$ cat config.mk
export PLATFORM = sky130hd
export DESIGN_NAME = pixel_fetch_ctrl_flat
export DESIGN_NICKNAME = d
export VERILOG_FILES = /design/src/rtl/pixel_fetch_ctrl_if.sv /design/src/rtl/pixel_fetch_ctrl.sv /design/src/flat_wrapper.sv
export SDC_FILE = /design/constraint.sdc
export NUM_CORES = 1
export LEC_CHECK = 0
export BUFFER_PORTS_ARGS = -buffer_cell sky130_fd_sc_hd__buf_4
export CELL_PAD_IN_SITES_DETAIL_PLACEMENT = 0
export CELL_PAD_IN_SITES_GLOBAL_PLACEMENT = 2
export CORE_ASPECT_RATIO = 0.9
export CORE_MARGIN = 2
export CORE_UTILIZATION = 25
export CTS_CLUSTER_DIAMETER = 50
export DETAILED_ROUTE_END_ITERATION = 8
export PLACE_DENSITY = 0.7
export REMOVE_ABC_BUFFERS = 1
export SLEW_MARGIN = 20
export SYNTH_ARGS = -nofsm -noshare
export SYNTH_HDL_FRONTEND = slang
export SYNTH_SLANG_ARGS = --single-unit
$ cat constraint.sdc
create_clock -name clk -period 4 [get_ports clk]
set_clock_uncertainty 0.15 [all_clocks]
set_input_delay 0.6 -clock clk [delete_from_list [all_inputs] [get_ports clk]]
set_output_delay 0.6 -clock clk [all_outputs]
set_load 0.05 [all_outputs]
$ cat src/rtl/pixel_fetch_ctrl_if.sv
// Memory read port and pixel_concat word stream of pixel_fetch_ctrl.
// master = fetch controller, slave = memory / pixel_concat side.
interface pixel_fetch_ctrl_if #(
  parameter int unsigned DAT_WIDTH  = 32,
  parameter int unsigned ADDR_WIDTH = 16
);
  logic                  mem_ren;
  logic [ADDR_WIDTH-1:0] mem_raddr;
  logic [DAT_WIDTH-1:0]  mem_rdata;
  logic [DAT_WIDTH-1:0]  idat;
  logic                  ival;
  logic                  ostall;
  logic                  oval;

  modport master (
    output mem_ren, mem_raddr, idat, ival,
    input  mem_rdata, ostall, oval
  );

  modport slave (
    input  mem_ren, mem_raddr, idat, ival,
    output mem_rdata, ostall, oval
  );
endinterface

$ cat src/rtl/pixel_fetch_ctrl.sv
// Frame-fetch sequencer: streams a run of packed words from memory to pixel_concat
// and counts emitted pixels. Optional drain watchdog: define PIXEL_FETCH_TIMEOUT_EN.
module pixel_fetch_ctrl #(
  parameter int unsigned DAT_WIDTH    = 32,
  parameter int unsigned PIX_WIDTH    = 24,
  parameter int unsigned ADDR_WIDTH   = 16,
  parameter int unsigned CNT_WIDTH    = 20,
  parameter int unsigned TIMEOUT_BITS = 10
) (
  input  logic                  clk,
  input  logic                  rst,
  input  logic                  start,
  input  logic [ADDR_WIDTH-1:0] base_addr,
  input  logic [CNT_WIDTH-1:0]  pix_num,
  output logic                  busy,
  output logic                  done,
  output logic                  err,
  pixel_fetch_ctrl_if.master    bus
);

  localparam int unsigned PROD_W = CNT_WIDTH + $clog2(PIX_WIDTH + 1) + 1;

  typedef enum logic [2:0] {IDLE, LOAD, FETCH, DRAIN, DONE} state_t;

  state_t                  state_q, state_d;
  logic [ADDR_WIDTH-1:0]   base_q, base_d;
  logic [CNT_WIDTH-1:0]    pix_num_q, pix_num_d;
  logic [CNT_WIDTH-1:0]    words_total_q, words_total_d;
  logic [CNT_WIDTH-1:0]    issued_q, issued_d;
  logic [CNT_WIDTH-1:0]    pix_seen_q, pix_seen_d;
  logic [DAT_WIDTH-1:0]    q_mem_q [2];
  logic [DAT_WIDTH-1:0]    q_mem_d [2];
  logic                    head_q, head_d;
  logic [1:0]              count_q, count_d;
  logic                    inflight_q, inflight_d;
  logic [TIMEOUT_BITS-1:0] wd_q, wd_d;
  logic                    busy_q, busy_d;
  logic                    done_q, done_d;
  logic                    err_q, err_d;

  logic                    stored_ne;
  logic                    ival_c;
  logic                    pop_stored;
  logic                    push;
  logic                    ren_c;
  logic [DAT_WIDTH-1:0]    idat_c;

  always_comb begin
    state_d       = state_q;
    base_d        = base_q;
    pix_num_d     = pix_num_q;
    words_total_d = words_total_q;
    issued_d      = issued_q;
    pix_seen_d    = pix_seen_q;
    q_mem_d       = q_mem_q;
    head_d        = head_q;
    count_d       = count_q;
    wd_d          = '0;
    err_d         = err_q;

    // A word returning from memory is visible the same cycle: it bypasses the
    // queue when nothing is stored, otherwise it is parked behind the head.
    stored_ne  = (count_q != 2'd0);
    ival_c     = (stored_ne | inflight_q) & ~bus.ostall;
    idat_c     = stored_ne ? q_mem_q[head_q] : (inflight_q ? bus.mem_rdata : '0);
    pop_stored = ival_c & stored_ne;
    push       = inflight_q & ~(ival_c & ~stored_ne);

    ren_c = (state_q == FETCH) && !bus.ostall && (issued_q < words_total_q) &&
            ((count_q + 2'(inflight_q)) < 2'd2);
    inflight_d = ren_c;
    if (ren_c) issued_d = issued_q + CNT_WIDTH'(1);

    if (push) q_mem_d[head_q ^ count_q[0]] = bus.mem_rdata;
    if (pop_stored) head_d = ~head_q;
    count_d = count_q + 2'(push) - 2'(pop_stored);

    if ((state_q == FETCH || state_q == DRAIN) && bus.oval && (pix_seen_q != pix_num_q))
      pix_seen_d = pix_seen_q + CNT_WIDTH'(1);

    unique case (state_q)
      IDLE: begin
        if (start) begin
          base_d     = base_addr;
          pix_num_d  = pix_num;
          issued_d   = '0;
          pix_seen_d = '0;
          err_d      = 1'b0;
          state_d    = LOAD;
        end
      end
      LOAD: begin
        words_total_d = CNT_WIDTH'((PROD_W'(pix_num_q) * PROD_W'(PIX_WIDTH) +
                                    PROD_W'(DAT_WIDTH - 1)) / PROD_W'(DAT_WIDTH));
        state_d = (pix_num_q == '0) ? DONE : FETCH;
      end
      FETCH: begin
        if (issued_q == words_total_q) state_d = DRAIN;
      end
      DRAIN: begin
        wd_d = bus.oval ? '0 : wd_q + TIMEOUT_BITS'(1);
        if (pix_seen_d == pix_num_q && count_d == 2'd0) state_d = DONE;
`ifdef PIXEL_FETCH_TIMEOUT_EN
        else if (wd_q == '1) begin
          count_d = '0;
          err_d   = 1'b1;
          state_d = DONE;
        end
`endif
      end
      DONE: state_d = IDLE;
      default: state_d = IDLE;
    endcase

    busy_d = (state_d != IDLE);
    done_d = (state_d == DONE);
  end

  always_ff @(posedge clk) begin
    if (!rst) begin
      state_q       <= IDLE;
      base_q        <= '0;
      pix_num_q     <= '0;
      words_total_q <= '0;
      issued_q      <= '0;
      pix_seen_q    <= '0;
      q_mem_q       <= '{default: '0};
      head_q        <= 1'b0;
      count_q       <= '0;
      inflight_q    <= 1'b0;
      wd_q          <= '0;
      busy_q        <= 1'b0;
      done_q        <= 1'b0;
      err_q         <= 1'b0;
    end else begin
      state_q       <= state_d;
      base_q        <= base_d;
      pix_num_q     <= pix_num_d;
      words_total_q <= words_total_d;
      issued_q      <= issued_d;
      pix_seen_q    <= pix_seen_d;
      q_mem_q       <= q_mem_d;
      head_q        <= head_d;
      count_q       <= count_d;
      inflight_q    <= inflight_d;
      wd_q          <= wd_d;
      busy_q        <= busy_d;
      done_q        <= done_d;
      err_q         <= err_d;
    end
  end

  assign busy          = busy_q;
  assign done          = done_q;
  assign err           = err_q;
  assign bus.mem_ren   = ren_c;
  assign bus.mem_raddr = base_q + ADDR_WIDTH'(issued_q);
  assign bus.ival      = ival_c;
  assign bus.idat      = idat_c;

endmodule
$ cat src/flat_wrapper.sv
// flat-port wrapper written by rule: the top's interface ports become plain ports
module pixel_fetch_ctrl_flat 
#(
  parameter int unsigned DAT_WIDTH    = 32,
  parameter int unsigned PIX_WIDTH    = 24,
  parameter int unsigned ADDR_WIDTH   = 16,
  parameter int unsigned CNT_WIDTH    = 20,
  parameter int unsigned TIMEOUT_BITS = 10
)
  (clk, rst, start, base_addr, pix_num, busy, done, err, bus_mem_ren, bus_mem_raddr, bus_idat, bus_ival, bus_mem_rdata, bus_ostall, bus_oval);
  pixel_fetch_ctrl_if #(.DAT_WIDTH(DAT_WIDTH), .ADDR_WIDTH(ADDR_WIDTH)) bus_i ();
  input  logic clk;
  input  logic rst;
  input  logic start;
  input  logic [ADDR_WIDTH-1:0] base_addr;
  input  logic [CNT_WIDTH-1:0] pix_num;
  output logic busy;
  output logic done;
  output logic err;
  output wire logic [$bits(bus_i.mem_ren)-1:0] bus_mem_ren;
  output wire logic [$bits(bus_i.mem_raddr)-1:0] bus_mem_raddr;
  output wire logic [$bits(bus_i.idat)-1:0] bus_idat;
  output wire logic [$bits(bus_i.ival)-1:0] bus_ival;
  input wire logic [$bits(bus_i.mem_rdata)-1:0] bus_mem_rdata;
  input wire logic [$bits(bus_i.ostall)-1:0] bus_ostall;
  input wire logic [$bits(bus_i.oval)-1:0] bus_oval;
  assign bus_mem_ren = bus_i.mem_ren;
  assign bus_mem_raddr = bus_i.mem_raddr;
  assign bus_idat = bus_i.idat;
  assign bus_ival = bus_i.ival;
  assign bus_i.mem_rdata = bus_mem_rdata;
  assign bus_i.ostall = bus_ostall;
  assign bus_i.oval = bus_oval;
  pixel_fetch_ctrl #(.DAT_WIDTH(DAT_WIDTH), .PIX_WIDTH(PIX_WIDTH), .ADDR_WIDTH(ADDR_WIDTH), .CNT_WIDTH(CNT_WIDTH), .TIMEOUT_BITS(TIMEOUT_BITS)) u_core (.clk(clk), .rst(rst), .start(start), .base_addr(base_addr), .pix_num(pix_num), .busy(busy), .done(done), .err(err), .bus(bus_i));
endmodule
Word level (Yosys, flattened, before mapping):

Index checks and enable logic that the tools add are counted.

* bits in registers: 169
* bits of input ports: 73

* reductions and logical operators: 15
* order comparisons: 5
* $mul: 1
* $add $sub $neg: 7
* eq/ne operators: 7
* bitwise gates (word level): 12
* muxes and demuxes: 19

Operator list (count)
* $mux W32: 6
* $mux W20: 6
* $bwmux W64: 1
* $add A20 B1 Y20 const B: 2
* $eq A20 B20 Y1: 2
* $demux W32 S1: 1
* $add A25 B5 Y25 const B: 1
* $mul A20 B2 Y22 const B: 1
* $logic_not A20 Y1: 1
* $lt A20 B20 Y1: 1
* $ne A20 B20 Y1: 1
* $add A16 B16 Y16: 1
* $mux W3: 4
* $pmux W3 S4: 1
* $logic_and A1 B1 Y1: 7
* $eq A3 B2 Y1 const B: 2
* $add A2 B1 Y2: 2
* $and A1 B1 Y1: 4
* $ge A2 B2 Y1 const B: 2
* $not A1 Y1: 4
* $not A1 Y2: 2
* $eq A3 B1 Y1 const B: 1
* $eq A3 B3 Y1 const B: 1
* $logic_not A3 Y1: 1
* other kinds (11): 11

Logic depth before layout (Yosys ltp):

* word-level depth: 13
* depth in mapped cells: 15
* gate-level depth less buffers: 14

Least setup slack after synthesis:

Ideal clock, no wire load.

* kind: reg-to-output
* start: register u_core.issued_q[0]
* end: output bus_mem_raddr[12]
* data required time: 3.250 ns
* cell stages (with the launch flop): 13
* arrival: 2.910 ns
* path slack: 0.340 ns
* buffers on the path: 0
* cell sequence: dfxtp_1 ha_1 inv_1 fa_1 nor2b_1 o21ai_0 a21boi_0 o21ai_0 a21oi_1 o21ai_0 a21o_1 a21oi_1 xor2_1

* cells in the longest elaborated chain, start to end: 1

RTL lines
* from (decl): RTL line pixel_fetch_ctrl.sv:29 `logic [CNT_WIDTH-1:0] issued_q, issued_d;`
* from (signal assigned): RTL line pixel_fetch_ctrl.sv:140 `issued_q <= issued_d;`
* $add A16 B16 Y16: RTL line pixel_fetch_ctrl.sv:157 `assign bus.mem_raddr = base_q + ADDR_WIDTH'(issued_q);`
* to (decl): RTL line flat_wrapper.sv:21 `output wire logic [$bits(bus_i.mem_raddr)-1:0] bus_mem_raddr;`

No other way between the ends.

Worst setup path after layout:

Same ends and word-level chain as after synthesis.

==> qor.yml <==
synthesis:
  synthMuxAreaShare_pct: 3.72
  synthesis.area_um2: 10600
  synth_compound_area_share_pct: 17.4
  syn_avg_cell_area_um2: 7.71
  synth_cell_types: 82
  ys_seq_area_share_pct: 31.9
  synth_top_flop_cell: "dfxtp_1"
  synth-edff-count: 0
  ys_ff_latch: 169
  synth_top_family_by_area: "simple AND/OR/NAND/NOR gates"
  postSynth.asyncResetShare_pct: 0
  synthSimpleGateAreaFrac_pct: 23.8
  synth_fa_ha_area_share_pct: 8.64
  synth_xor_area_share_pct: 9.31
  postSynthCellCount: 1375
  ys.warnings.count: 0
layout:
  layout_common_cells: "nand2_1, buf_4, dfxtp_1, a21oi_1, nor2_1"
  nNetsFinal: 1639
  drive_above_1_share_pct: 17.0
  area_delta_synth_final_pct: 22.4
  mostFrequentLayoutCell: "nand2_1"
  fin_cells: 2053
  antennaDiodeCount: 0
  stdcell_area_um2: 13000
global_route:
  antenna_found_initial: 0
  gr-total-overflow: 0
  grt.total_usage_pct: 14.5
  grt_pass1_wl_um: 51200
  grt_max_degree: 66
  grt_pass1_vias: 9224
critical_path:
  critical_path_required_ns: 3.25
  worstPathMaxFanout: 2
  r2r_end: "u_core.words_total_q[19]"
  rrSetupSlack_ns: 0.37
  worstRegToRegCells: 12
  end_kind: "output port"
  r2r-start: "u_core.pix_num_q[1]"
  crit_path_start_kind: "register"
  worstPathArrival_ns: 3.04
  crit_path_start: "u_core.issued_q[0]"
  critPathKind: "reg2out"
sta:
  fmax_ghz: 0.264
  post-route-period-util_pct: 94.7
  worst_slew_pin_slew_ns: 0.948
  period_minus_slack_ns: 3.79
  holdWs_ns: 0.244
  hold_viol_final: 0
  setup_viol: 0
  slew_headroom_pct: 36.8
  drv_slew: 0
routing:
  drtIter0Drc: 562
  via_per_inst: 4.67
  wl_um: 31800
  firstDrtPassIters: 4
  drc: 0
  vias: 9583
  ant_nets: 0
  wire_per_inst_um: 15.5
hold_path:
  min-delay-start: "pix_num[7]"
  holdCritPathClass: "in2reg"
  min_path_cells: 3
  min_to: "u_core.pix_num_q[7]"
pwr:
  powerDensity_nw_per_um2: 385
  irDropWorstVdd_mv: 0.218
  power_mw: 5.00
  leakagePower_nw: 5.01
placed_design:
  dpl.hpwl_um: 23800
  numPlacedInstances: 2020
  gp_congestion: 0.844
  post_dp_cell_area_um2: 12300
  io_buffers: 124
clock_network:
  clk_pin_slew_worst_paths_ns: 0.07
  tritoncts: "built"
  numCtsBuffers: 17
  htreeDepth: 4
  clockBufferDepth: 2
  clockRootBuffer: "clkbuf_16"
  cts.sinks: 169
  insertion_delay_ns: 0.45
  holdBufCountCts: 0
floorplanning:
  rows: 71
  io_pins: 126
  dieArea_um2: 44100
  fp.dieH_um: 199
  core_um2: 41800
  initial_core_util_pct: 25.3
  die_w_um: 221
status:
  status: "complete, no violations"
job:
  cap_violations: 0
routing by layer:
metal  share of wire, %  vias up  track usage [%]
met1                 52     4450             20.5
met5                  0        -                0
li1                   -     4964                -
met4               0.91        0             3.31
met3                3.3       16             2.81
met2                 44      153             22.7
synth_stat cells, types with 8 or more instances:
master	count	share of area (%)
inv_1	62	2.2
and3_1	20	1.2
nor3_1	12	0.57
buf_1	9	0.32
o21ai_0	62	2.9
nand2_1	263	9.3
dfxtp_1	169	32
a21oi_1	141	6.7
a21o_1	17	1.2
xor2_1	43	3.6
clkbuf_1	54	1.9
a211oi_1	19	1.3
and2_1	8	0.47
nand4_1	21	1.2
nor2_1	91	3.2
nand3_1	56	2.6
nand2b_1	15	0.89
nand3b_1	9	0.64
xnor2_1	66	5.5
ha_1	70	8.3
mux2i_1	36	3.4
logic make-up after synthesis:
group / count (synthesis)
and+or+nand+nor: 543
AOI/OAI and AO/OA: 304
DFF: 169
buffers and inverters: 136
xor gates and xnor gates: 111
adders and majority gates: 72
muxes: 39
other: 1
stage by stage:
step,setup slack (ns),util [%],setup TNS [ns]
2_1_floorplan,-0.899,-,-4.46
4_1_cts,-0.0368,30.8,-0.0368
5_1_grt,-0.0204,31.0,-0.0212
3_3_place_gp,0.241,29.4,0
6_report,0.213,31.0,0
3_5_place_dp,0.217,29.4,0
critical path, cell delays in order (launching register included):
cell and delay, ns:
dfxtp_1 0.34, ha_2 0.19, inv_2 0.04, fa_2 0.37, nor2b_1 0.15, o21ai_2 0.09
a21boi_2 0.18, o21ai_2 0.08, a21oi_2 0.18, o21ai_2 0.09, a21o_1 0.21, a21oi_2 0.17
buf_4 0.14, xor2_1 0.14, buf_4 0.22
state kept, by name, indices dropped and copies added, names as in the netlist, 2 cells and up:
signal                cells
u_core.q_mem_q           64
u_core.pix_seen_q        20
u_core.pix_num_q         20
u_core.state_q            3
u_core.issued_q          20
u_core.base_q            16
u_core.words_total_q     20
u_core.count_q            2
worst max-delay path by stage:
| stage | depth (start not counted) | slack (ns) | to |
|---|---|---|---|
| after floorplan | 14 | -0.90 | u_core.done |
| after detailed placement | 14 | 0.22 | bus_mem_raddr[14] |
| after CTS | 14 | -0.04 | bus_mem_raddr[14] |
| after global routing | 14 | -0.02 | bus_mem_raddr[12] |
| final | 14 | 0.21 | bus_mem_raddr[12] |
| after global placement | 14 | 0.24 | bus_mem_raddr[14] |
area by class of cell:
type | instances | area (µm²)
Timing Repair Buffer | 174 | 1330
Clock inverter | 13 | 133
Fill cell | 4525 | 28900
Sequential cell | 169 | 3390
Clock buffer | 18 | 439
Multi-Input combinational cell | 1070 | 6770
Tap cell | 547 | 684
Inverter | 62 | 234
power by group:
| group | internal, mW | leakage [nW] | total [mW] | switching [mW] |
|---|---|---|---|---|
| Clock | 0.889 | 0.280 | 1.68 | 0.788 |
| Sequential | 1.76 | 1.37 | 1.88 | 0.112 |
| Combinational | 0.538 | 3.36 | 1.45 | 0.908 |
| Total | 3.19 | 5.01 | 5.00 | 1.81 |
timing repair:
action,4_1_cts,5_1_grt
cloned,0,0
setup endpoints to repair,3,10
resized for setup,6,25
buffers inserted,2,0
pin swaps,2,12
Note: power is estimated with default switching activity, not from simulation.
